==> config.mk <==
export PLATFORM = sky130hd
export DESIGN_NAME = fp_compare_pipe
export DESIGN_NICKNAME = d
export VERILOG_FILES = /design/src/rtl/fp_cmp_pkg.sv /design/src/rtl/fp_compare_pipe_classify.sv /design/src/rtl/fp_compare_pipe.sv
export SDC_FILE = /design/constraint.sdc
export NUM_CORES = 1
export LEC_CHECK = 0
export CAP_MARGIN = 20
export CORE_MARGIN = 2
export CORE_UTILIZATION = 30
export DETAILED_ROUTE_END_ITERATION = 8
export DONT_BUFFER_PORTS = 1
export SYNTH_ARGS = -nofsm -noshare
export SYNTH_HDL_FRONTEND = slang
export SYNTH_SLANG_ARGS = --single-unit
==> constraint.sdc <==
create_clock -name CLK -period 5.8 [get_ports CLK]
set_input_delay 0.58 -clock CLK [delete_from_list [all_inputs] [get_ports CLK]]
set_output_delay 0.58 -clock CLK [all_outputs]
set_load 0.05 [all_outputs]
==> src/rtl/fp_cmp_pkg.sv <==
`default_nettype none
// ============================================================================
//  Module      : fp_cmp_pkg
//  Description : Shared definitions for the RV32F compare / min-max unit:
//                FUNCT encodings, default canonical NaN, FCLASS bit
//                positions and the per-operand classification record.
//  Revision    : 1.0  initial release
// ============================================================================
package fp_cmp_pkg;

    // FUNCT encodings carried on the request
    localparam logic [2:0] FN_FLE    = 3'b000;
    localparam logic [2:0] FN_FLT    = 3'b001;
    localparam logic [2:0] FN_FEQ    = 3'b010;
    localparam logic [2:0] FN_FMIN   = 3'b100;
    localparam logic [2:0] FN_FMAX   = 3'b101;
    localparam logic [2:0] FN_FCLASS = 3'b111;

    // Result of FMIN/FMAX when both operands are NaN
    localparam logic [31:0] CANON_NAN_DEF = 32'h7FC0_0000;

    // One-hot bit positions of the FCLASS result
    localparam int CLS_NEG_INF  = 0;
    localparam int CLS_NEG_NORM = 1;
    localparam int CLS_NEG_SUB  = 2;
    localparam int CLS_NEG_ZERO = 3;
    localparam int CLS_POS_ZERO = 4;
    localparam int CLS_POS_SUB  = 5;
    localparam int CLS_POS_NORM = 6;
    localparam int CLS_POS_INF  = 7;
    localparam int CLS_SNAN     = 8;
    localparam int CLS_QNAN     = 9;
    localparam int CLS_W        = 10;

    // Per-operand classification, registered alongside the operand in S1
    typedef struct packed {
        logic sign;
        logic is_nan;
        logic is_snan;
        logic is_inf;
        logic is_zero;
        logic is_sub;
    } fp_class_t;

endpackage : fp_cmp_pkg
`default_nettype wire

==> src/rtl/fp_compare_pipe_classify.sv <==
`default_nettype none
// ============================================================================
//  Module      : fp_classify
//  Description : Combinational IEEE-754 single-precision operand classifier.
//  Ports       : i_op      operand bits
//                o_sign    sign bit
//                o_is_nan  any NaN (exp all ones, mantissa non-zero)
//                o_is_snan signalling NaN (NaN with quiet bit clear)
//                o_is_inf  +/- infinity
//                o_is_zero +/- zero
//                o_is_sub  subnormal (exp zero, mantissa non-zero)
//  Revision    : 1.0  initial release
// ============================================================================
module fp_classify (
    input  logic [31:0] i_op,
    output logic        o_sign,
    output logic        o_is_nan,
    output logic        o_is_snan,
    output logic        o_is_inf,
    output logic        o_is_zero,
    output logic        o_is_sub
);

    logic [7:0]  w_exp;
    logic [22:0] w_mant;
    logic        w_exp_max;
    logic        w_exp_min;
    logic        w_mant_nz;

    assign w_exp     = i_op[30:23];
    assign w_mant    = i_op[22:0];
    assign w_exp_max = (w_exp == 8'hFF);
    assign w_exp_min = (w_exp == 8'h00);
    assign w_mant_nz = (w_mant != 23'd0);

    assign o_sign    = i_op[31];
    assign o_is_nan  = w_exp_max &  w_mant_nz;
    // Quiet bit is the mantissa MSB; a NaN with it clear is signalling
    assign o_is_snan = w_exp_max &  w_mant_nz & ~w_mant[22];
    assign o_is_inf  = w_exp_max & ~w_mant_nz;
    assign o_is_zero = w_exp_min & ~w_mant_nz;
    assign o_is_sub  = w_exp_min &  w_mant_nz;

endmodule : fp_classify
`default_nettype wire

==> src/rtl/fp_compare_pipe.sv <==
`default_nettype none
// ============================================================================
//  Module      : fp_compare_pipe
//  Description : Two-stage pipelined RV32F FEQ/FLT/FLE/FMIN/FMAX unit with
//                valid/ready handshake and NV flag output.
//                Optional FCLASS.S (FUNCT=111) when FP_CMP_FCLASS_EN is
//                defined; otherwise 111 yields R=0, NV=0.
//  Ports       : CLK/RST            clock, async active-high reset
//                IN_VALID/IN_READY  request handshake
//                OP_A/OP_B          operands (IEEE single bits)
//                FUNCT              operation select
//                IN_TAG             destination tag
//                OUT_VALID/OUT_READY result handshake
//                R, OUT_TAG, NV     result, its tag, invalid flag
//  Revision    : 1.0  initial release
// ============================================================================
module fp_compare_pipe
    import fp_cmp_pkg::*;
#(
    parameter int          TAG_W     = 5,
    parameter logic [31:0] CANON_NAN = 32'h7FC0_0000
) (
    input  logic             CLK,
    input  logic             RST,
    input  logic             IN_VALID,
    output logic             IN_READY,
    input  logic [31:0]      OP_A,
    input  logic [31:0]      OP_B,
    input  logic [2:0]       FUNCT,
    input  logic [TAG_W-1:0] IN_TAG,
    output logic             OUT_VALID,
    input  logic             OUT_READY,
    output logic [31:0]      R,
    output logic [TAG_W-1:0] OUT_TAG,
    output logic             NV
);

    // ------------------------------------------------------------------
    // Operand classification (before S1 so the class is registered)
    // ------------------------------------------------------------------
    fp_class_t w_cls_a;
    fp_class_t w_cls_b;

    fp_classify u_cls_a (
        .i_op      (OP_A),
        .o_sign    (w_cls_a.sign),
        .o_is_nan  (w_cls_a.is_nan),
        .o_is_snan (w_cls_a.is_snan),
        .o_is_inf  (w_cls_a.is_inf),
        .o_is_zero (w_cls_a.is_zero),
        .o_is_sub  (w_cls_a.is_sub)
    );

    fp_classify u_cls_b (
        .i_op      (OP_B),
        .o_sign    (w_cls_b.sign),
        .o_is_nan  (w_cls_b.is_nan),
        .o_is_snan (w_cls_b.is_snan),
        .o_is_inf  (w_cls_b.is_inf),
        .o_is_zero (w_cls_b.is_zero),
        .o_is_sub  (w_cls_b.is_sub)
    );

    // ------------------------------------------------------------------
    // Handshake chain
    // ------------------------------------------------------------------
    logic             r_s1_valid;
    logic [31:0]      r_s1_a;
    logic [31:0]      r_s1_b;
    logic [2:0]       r_s1_funct;
    logic [TAG_W-1:0] r_s1_tag;
    fp_class_t        r_s1_cls_a;
    fp_class_t        r_s1_cls_b;

    logic             r_s2_valid;
    logic [31:0]      r_s2_r;
    logic             r_s2_nv;
    logic [TAG_W-1:0] r_s2_tag;

    logic             w_s2_ready;

    assign w_s2_ready = ~r_s2_valid | OUT_READY;
    assign IN_READY   = ~r_s1_valid | w_s2_ready;

    // ------------------------------------------------------------------
    // Stage 1: capture request and operand classes
    // ------------------------------------------------------------------
    always_ff @(posedge CLK or posedge RST) begin
        if (RST) begin
            r_s1_valid <= 1'b0;
            r_s1_a     <= '0;
            r_s1_b     <= '0;
            r_s1_funct <= '0;
            r_s1_tag   <= '0;
            r_s1_cls_a <= '0;
            r_s1_cls_b <= '0;
        end else if (IN_READY) begin
            r_s1_valid <= IN_VALID;
            if (IN_VALID) begin
                r_s1_a     <= OP_A;
                r_s1_b     <= OP_B;
                r_s1_funct <= FUNCT;
                r_s1_tag   <= IN_TAG;
                r_s1_cls_a <= w_cls_a;
                r_s1_cls_b <= w_cls_b;
            end
        end
    end

    // ------------------------------------------------------------------
    // Ordering between two non-NaN operands
    // ------------------------------------------------------------------
    logic w_any_nan;
    logic w_any_snan;
    logic w_both_zero;
    logic w_eq;
    logic w_lt;
    logic w_mag_lt;
    logic w_mag_gt;

    assign w_any_nan   = r_s1_cls_a.is_nan  | r_s1_cls_b.is_nan;
    assign w_any_snan  = r_s1_cls_a.is_snan | r_s1_cls_b.is_snan;
    assign w_both_zero = r_s1_cls_a.is_zero & r_s1_cls_b.is_zero;
    assign w_eq        = w_both_zero | (r_s1_a == r_s1_b);
    assign w_mag_lt    = (r_s1_a[30:0] < r_s1_b[30:0]);
    assign w_mag_gt    = (r_s1_a[30:0] > r_s1_b[30:0]);

    always_comb begin
        w_lt = 1'b0;
        if (w_both_zero) begin
            w_lt = 1'b0;
        end else if (r_s1_cls_a.sign != r_s1_cls_b.sign) begin
            // Differing signs: the negative operand is smaller
            w_lt = r_s1_cls_a.sign;
        end else if (r_s1_cls_a.sign) begin
            // Both negative: larger magnitude is the smaller value
            w_lt = w_mag_gt;
        end else begin
            w_lt = w_mag_lt;
        end
    end

    // A selected over B for FMIN; the (w_eq & sign_a) term makes
    // FMIN(-0,+0) = -0 and, inverted for FMAX, FMAX(-0,+0) = +0.
    logic w_a_is_min;
    assign w_a_is_min = w_lt | (w_eq & r_s1_cls_a.sign);

`ifdef FP_CMP_FCLASS_EN
    logic [CLS_W-1:0] w_class;

    always_comb begin
        w_class = '0;
        if (r_s1_cls_a.is_nan) begin
            if (r_s1_cls_a.is_snan) w_class[CLS_SNAN] = 1'b1;
            else                    w_class[CLS_QNAN] = 1'b1;
        end else if (r_s1_cls_a.is_inf) begin
            if (r_s1_cls_a.sign) w_class[CLS_NEG_INF] = 1'b1;
            else                 w_class[CLS_POS_INF] = 1'b1;
        end else if (r_s1_cls_a.is_zero) begin
            if (r_s1_cls_a.sign) w_class[CLS_NEG_ZERO] = 1'b1;
            else                 w_class[CLS_POS_ZERO] = 1'b1;
        end else if (r_s1_cls_a.is_sub) begin
            if (r_s1_cls_a.sign) w_class[CLS_NEG_SUB] = 1'b1;
            else                 w_class[CLS_POS_SUB] = 1'b1;
        end else begin
            if (r_s1_cls_a.sign) w_class[CLS_NEG_NORM] = 1'b1;
            else                 w_class[CLS_POS_NORM] = 1'b1;
        end
    end
`endif

    // Class bits only FCLASS looks at; collapsed here so both builds
    // consume every registered field.
    logic w_unused_cls;
    assign w_unused_cls = ^{r_s1_cls_a.is_inf, r_s1_cls_a.is_sub,
                            r_s1_cls_b.is_inf, r_s1_cls_b.is_sub};

    // ------------------------------------------------------------------
    // Result selection
    // ------------------------------------------------------------------
    logic [31:0] w_r;
    logic        w_nv;

    always_comb begin
        w_r  = '0;
        w_nv = 1'b0;
        case (r_s1_funct)
            FN_FLT: begin
                w_r[0] = ~w_any_nan & w_lt;
                w_nv   = w_any_nan;
            end
            FN_FLE: begin
                w_r[0] = ~w_any_nan & (w_lt | w_eq);
                w_nv   = w_any_nan;
            end
            FN_FEQ: begin
                // Quiet comparison: only signalling NaNs raise NV
                w_r[0] = ~w_any_nan & w_eq;
                w_nv   = w_any_snan;
            end
            FN_FMIN, FN_FMAX: begin
                if (r_s1_cls_a.is_nan && r_s1_cls_b.is_nan) begin
                    w_r = CANON_NAN;
                end else if (r_s1_cls_a.is_nan) begin
                    w_r = r_s1_b;
                end else if (r_s1_cls_b.is_nan) begin
                    w_r = r_s1_a;
                end else if (r_s1_funct == FN_FMIN) begin
                    w_r = w_a_is_min ? r_s1_a : r_s1_b;
                end else begin
                    w_r = w_a_is_min ? r_s1_b : r_s1_a;
                end
                w_nv = w_any_snan;
            end
`ifdef FP_CMP_FCLASS_EN
            FN_FCLASS: begin
                w_r[CLS_W-1:0] = w_class;
                w_nv           = 1'b0;
            end
`endif
            default: begin
                w_r  = '0;
                w_nv = 1'b0;
            end
        endcase
    end

    // ------------------------------------------------------------------
    // Stage 2: output register, held while the consumer stalls
    // ------------------------------------------------------------------
    always_ff @(posedge CLK or posedge RST) begin
        if (RST) begin
            r_s2_valid <= 1'b0;
            r_s2_r     <= '0;
            r_s2_nv    <= 1'b0;
            r_s2_tag   <= '0;
        end else if (w_s2_ready) begin
            r_s2_valid <= r_s1_valid;
            if (r_s1_valid) begin
                r_s2_r   <= w_r;
                r_s2_nv  <= w_nv;
                r_s2_tag <= r_s1_tag;
            end
        end
    end

    assign OUT_VALID = r_s2_valid;
    assign R         = r_s2_r;
    assign NV        = r_s2_nv;
    assign OUT_TAG   = r_s2_tag;

endmodule : fp_compare_pipe
`default_nettype wire

==> results of run 1 <==
==> placed cells by master, fill, tap and decap left out, types with 4 or more instances in the layout <==
cell	synthesis	final
a21oi_1	24	23
a32oi_1	21	21
buf_4	0	5
clkbuf_16	0	17
clkinvlp_4	0	4
dfrtp_1	118	118
ha_1	33	33
inv_1	35	34
mux2_2	77	77
nand2_1	25	23
nand2b_1	5	5
nand3_1	47	47
nand4_1	12	12
nand4b_1	21	21
nor2_1	33	33
nor3_1	9	9
nor4_1	14	14
o21ai_0	10	10
or3_1	9	9
or3b_1	14	14
or3b_2	7	7
==> cell families after synthesis <==
kind of cell,synth area share (%)
adder cells (fa/ha/maj),6.48
AND/OR/NAND/NOR,19.7
buffers and inverters,4.64
multiplexers,14.1
AO/OA/AOI/OAI,8.68
flip-flops,46.4
==> synth_stat cells, drive strengths merged, types with 2 or more instances <==
master and instances:
dfrtp 118, mux2 77, nand3 48, inv 35
nor2 34, ha 33, clkbuf 27, nand2 25
a21oi 24, a32oi 21, nand4b 21, or3b 21
nor4 15, nand4 14, nor3 11, o21ai 11
or3 9, buf 7, nand2b 5, a211oi 3
mux2i 3, a2111oi 2, a21boi 2, a22o 2
nand3b 2, o31ai 2, or4 2
==> flip-flops by register name, indices dropped and copies added (netlist names), 3 cells and up <==
register / count
r_s1_tag: 5
OUT_TAG: 5
r_s1_b: 32
R: 32
r_s1_a: 32
r_s1_funct: 3
r_s1_cls_a: 3
r_s1_cls_b: 3
==> worst max path at each step <==
stage,from,to,slack (ns),cells past startpoint
floorplan,RST,NV,2.09,1
global placement,r_s1_a[8],R[1],2.30,10
detailed placement,r_s1_a[8],R[19],2.26,10
CTS,r_s1_a[8],R[21],2.23,10
global route,r_s1_b[4],R[3],1.89,11
finish,r_s1_a[8],R[21],2.24,10
==> metal layers <==
| metal | routed length (um) | part of all wire [%] |
|---|---|---|
| met1 | 7160 | 44 |
| met3 | 1270 | 7.7 |
| met4 | 421 | 2.6 |
| met2 | 7540 | 46 |
| met5 | 0 | 0 |
==> power breakdown <==
| group | internal (W) | switching, W |
|---|---|---|
| Combinational | 0.000224 | 0.000286 |
| Clock | 0.000685 | 0.000384 |
| Sequential | 0.000957 | 0.000350 |
==> cell type report <==
| type | instances | area share [%] |
|---|---|---|
| clock buffers | 20 | 6.17 |
| clock inverters | 12 | 2.11 |
| flip-flops and latches | 118 | 40.8 |
| inverters | 35 | 1.85 |
| repair buffers | 6 | 0.899 |
| multi-input cells | 397 | 43.4 |
| well taps | 275 | 4.75 |
==> metrics by stage <==
stage	hold slack [ns]	instances	total power, W
global placement	0.465	830	0.00182
floorplan	0.450	584	0.00171
detailed placement	0.473	830	0.00183
global route	0.268	863	0.00303
finish	0.241	863	0.00289
CTS	0.251	862	0.00291
==> impl_metrics.yaml, run 1 <==
floorplan:
  dieArea_um2: 22400
  die-width_um: 150
  die_y_um: 150
  top_level_ports: 116
  initial_core_util_pct: 30.4
  rows: 53
  core_um2: 21000
clocking:
  postCtsResizedCells: 0
  htree_levels: 4
  cts.clk_slew.worst_paths_ns: 0.06
  cts_sinks: 118
  ctsLongestPathBuffers: 2
  postCtsSetupRepairBufs: 0
  cts_tree: "done"
  cts_root_buf: "clkbuf_16"
  insertion_delay_ns: 0.43
  tritoncts.num_buffers: 17
  cts_hold_buffers: 0
routing:
  ant_nets: 0
  vias: 4522
  drt-initial-drc-count: 267
  drt-pass1-iter-count: 4
  wire_per_inst_um: 19.0
  via_per_inst: 5.24
  drc: 0
  wl_um: 16400
grt:
  met2_usage_pct: 23.2
  grt_pass1_wl_um: 25700
  grt_pass1_vias: 4512
  grt_busiest_layer: "met2"
  grt_max_degree: 83
  overflow: 0
  grt_antenna_before_repair: 0
  use_met3_pct: 6.10
  grt_usage_pct: 15.1
  grtUsageMet1_pct: 18.9
setup_path:
  cp_max_fo: 43
  r2r_cells: 10
  crit_chain: "ha_1 > a21oi_1 > o21ai_0 > a221oi_2 > a21boi_4 > o21a_1 > a2111oi_4 > buf_4 > or3b_2 > nand3_1"
  endpoint_kind: "register"
  cp.required_ns: 6.10
  r2r_slack_ns: 2.24
  start_kind: "register"
  regToRegEndpoint: "R[21]"
  critPathTopFamily: "compound AO/OA/AOI/OAI gates"
  cp_slowest_cell: "a2111oi_4"
  r2r_start: "r_s1_a[8]"
  crit_type: "reg2reg"
  cpPeakStageDelay_ns: 0.81
  cp.arrival_ns: 3.86
  critPathBufInv: 1
final_layout:
  nets: 684
  stdcell_area_um2: 7240
  final_core_util_pct: 34.5
  layout-drive-gt1-share_pct: 23.3
  area.sequential_um2: 2950
  diodes: 0
  n_fill_cell: 2113
  syn_to_final_growth_pct: 13.6
  multi_input_area_um2: 3140
logic_synthesis:
  synth.avg_cell_area_um2: 10.9
  ys.warnings.count: 0
  ys_ff_latch: 118
  yosys-top-cells-area: "dfrtp_1 46%, mux2_2 14%, ha_1 6.5%"
  netlist_instances: 584
  synth.distinct_cells: 48
  synth.net_count: 693
  synth_flop_cell: "dfrtp_1"
  syn_area_um2: 6370
  yosysSeqAreaShare_pct: 46.4
  yosysTopAreaCellShare_pct: 46.4
  synth_edf_count: 0
  postSynth.asyncResetShare_pct: 100
  synth_top_area_cell: "dfrtp_1"
timing:
  setup_viol: 0
  worstMarginPinSlew_ns: 0.947
  period_minus_slack_ns: 3.56
  slew_headroom_pct: 36.9
  tns_ns: 0
  fin_ws_ns: 2.24
  hold_viol_final: 0
  layout_worst_path_cycle_share_pct: 61.4
  drv_slew: 0
  grt_setup_unrepaired: "false"
  clock.fmax_mhz: 281
  finalClockSkew_ns: 0.00984
placement:
  place_ws_ns: 2.26
  port_buffers: 0
  dp_hpwl_um: 11600
  place.gp.congestion: 0.785
  place_area_um2: 6610
run_status:
  run_status: "finished, final reports clean"
hold_path:
  hold_path_class: "in2async"
power_and_ir_drop:
  ir_worst_vdd_mv: 0.156
  p_per_area_nw_per_um2: 399
  p_leak_nw: 3.05
flow_run:
  max-cap-violations: 0
No activity file was read; power rests on OpenSTA's default activity.
==> inputs of run 2 (changes only) <==
Clock period 5.8 ns to 3.1 ns, I/O delays scaled along.
==> run 2 against run 1 <==
Utilization is 0.28 points higher; wire length is 1.3% higher; first-iteration DRC count grew 21%; clock skew fell by 0.00050 ns; sequential power grew 87%; register-to-register slack got worse by 2.0 ns; power up 81%; critical endpoint unchanged.
==> impl_metrics.yaml, run 2 (synthesized netlist as in run 1, its figures left out) <==
timing:
  layout_worst_path_cycle_share_pct: 91.5
  clock.fmax_mhz: 353
  tns_ns: 0
  slew_headroom_pct: 46.7
  drv_slew: 0
  worstMarginPinSlew_ns: 0.797
  grt_setup_unrepaired: "false"
  setup_viol: 0
  finalClockSkew_ns: 0.00934
  period_minus_slack_ns: 2.84
  hold_viol_final: 0
routing:
  vias: 4572
  wl_um: 16600
  drc: 0
  wl_met3_um: 1520
  via_per_inst: 5.25
  drt-pass1-iter-count: 4
  drt-initial-drc-count: 323
  ant_nets: 0
  highest_layer: "met4"
  wire_per_inst_um: 19.1
  wl_met2_um: 7710
  wl_met1_um: 6970
setup_path:
  r2r_slack_ns: 0.26
  r2r_start: "r_s1_b[16]"
  endpoint_kind: "register"
  cp.required_ns: 3.45
  r2r_cells: 11
  regToRegEndpoint: "R[21]"
  crit_path_start: "r_s1_b[16]"
  cp.arrival_ns: 3.18
  crit_type: "reg2reg"
  cp_max_fo: 42
  start_kind: "register"
final_layout:
  layout-drive-gt1-share_pct: 23.3
  final_core_util_pct: 34.8
  stdcell_area_um2: 7300
  finalNonFillerCells: 871
  most-common-layout-cells: "118 x dfrtp_1, 77 x mux2_2, 47 x nand3_1"
  nets: 695
  diodes: 0
  n_fill_cell: 2117
  syn_to_final_growth_pct: 14.6
  final_common_cell: "dfrtp_1"
clocking:
  tritoncts.num_buffers: 17
  cts_sinks: 118
  ctsLongestPathBuffers: 2
  htree_levels: 4
  insertion_delay_ns: 0.42
  cts.clk_slew.worst_paths_ns: 0.06
  cts_root_buf: "clkbuf_16"
  postCtsSetupRepairBufs: 0
  cts_tree: "done"
placement:
  dpl.cell_count: 838
  port_buffers: 0
  place.gp.congestion: 0.782
  place_area_um2: 6720
  dp_hpwl_um: 12100
power_and_ir_drop:
  p_leak_nw: 3.09
  p_per_area_nw_per_um2: 718
  ir_worst_vdd_mv: 0.215
floorplan:
  initial_core_util_pct: 30.4
  dieArea_um2: 22400
  die_y_um: 150
  core_um2: 21000
  die-width_um: 150
  top_level_ports: 116
  rows: 53
grt:
  grt_pass1_vias: 4549
  grt_usage_pct: 15.5
  grt_antenna_before_repair: 0
  grt_max_degree: 64
  overflow: 0
  grt_pass1_wl_um: 26300
hold_path:
  hold_path_class: "in2reg"
  min_path_cells: 1
  min_to: "r_s1_a[14]"
  hp-start: "OP_A[14]"
run_status:
  run_status: "finished, final reports clean"
flow_run:
  max-cap-violations: 0
run 2: changes by cell type in the layout (fill, tap and decap cells not counted), sizes merged:
cell         delta
dlygate4sd3     +4
inv             -2
bufinv          -3
clkinvlp        -2
clkinv          -2
buf             +7
clkbuf          +6
run 2: timing repair:
item                       CTS  global route
hold buffers                 4             0
resized for setup            0             0
setup endpoints to repair    0             0
hold endpoints to repair    35             0
run 2: power breakdown:
part	total (W)	internal, W	switching [W]
combinational	0.00101	0.000455	0.000551
clock	0.00178	0.00113	0.000654
sequential	0.00245	0.00179	0.000654
run 2: worst max path at each step:
| stage | cells after the start | slack (ns) | endpoint |
|---|---|---|---|
| 2_1_floorplan | 10 | 0.45 | R[1] |
| 3_3_place_gp | 11 | 0.31 | R[2] |
| 3_5_place_dp | 10 | 0.27 | R[21] |
| 4_1_cts | 11 | 0.25 | R[21] |
| 5_1_grt | 11 | 0.09 | R[21] |
| 6_report | 11 | 0.26 | R[21] |
run 2: final cells by class:
| type | count | area [um^2] | area share [%] |
|---|---|---|---|
| well taps | 275 | 344 | 4.72 |
| multi-input cells | 397 | 3140 | 43.0 |
| clock buffers | 26 | 519 | 7.12 |
| clock inverters | 3 | 17.5 | 0.240 |
| repair buffers | 17 | 188 | 2.57 |
| inverters | 35 | 135 | 1.85 |
| flip-flops and latches | 118 | 2950 | 40.5 |
run 2: layer usage:
layer | up-vias | global-route usage (%)
li1 | 2173 | -
met1 | 2267 | 19.6
met2 | 110 | 23.6
met3 | 22 | 6.22
met4 | 0 | 6.08
met5 | - | 0
run 2: worst max-delay path, stage by stage, from the launching register on:
cell and delay [ns]:
dfrtp_1 0.38, inv_1 0.07, ha_1 0.29, a21oi_1 0.15, o21ai_1 0.15, a2111oi_4 0.39
nand4_1 0.22, nor3_2 0.28, a2111oi_4 0.09, buf_12 0.20, or3b_2 0.45, nand3_1 0.11
run 2: through the flow:
step	setup WS, ns	hold WS (ns)	power, W
3_3_place_gp	0.313	0.364	0.00346
5_1_grt	0.0875	0.0227	0.00551
3_5_place_dp	0.275	0.364	0.00349
4_1_cts	0.255	0.0220	0.00529
6_report	0.265	0.0378	0.00524
2_1_floorplan	0.452	0.417	0.00321
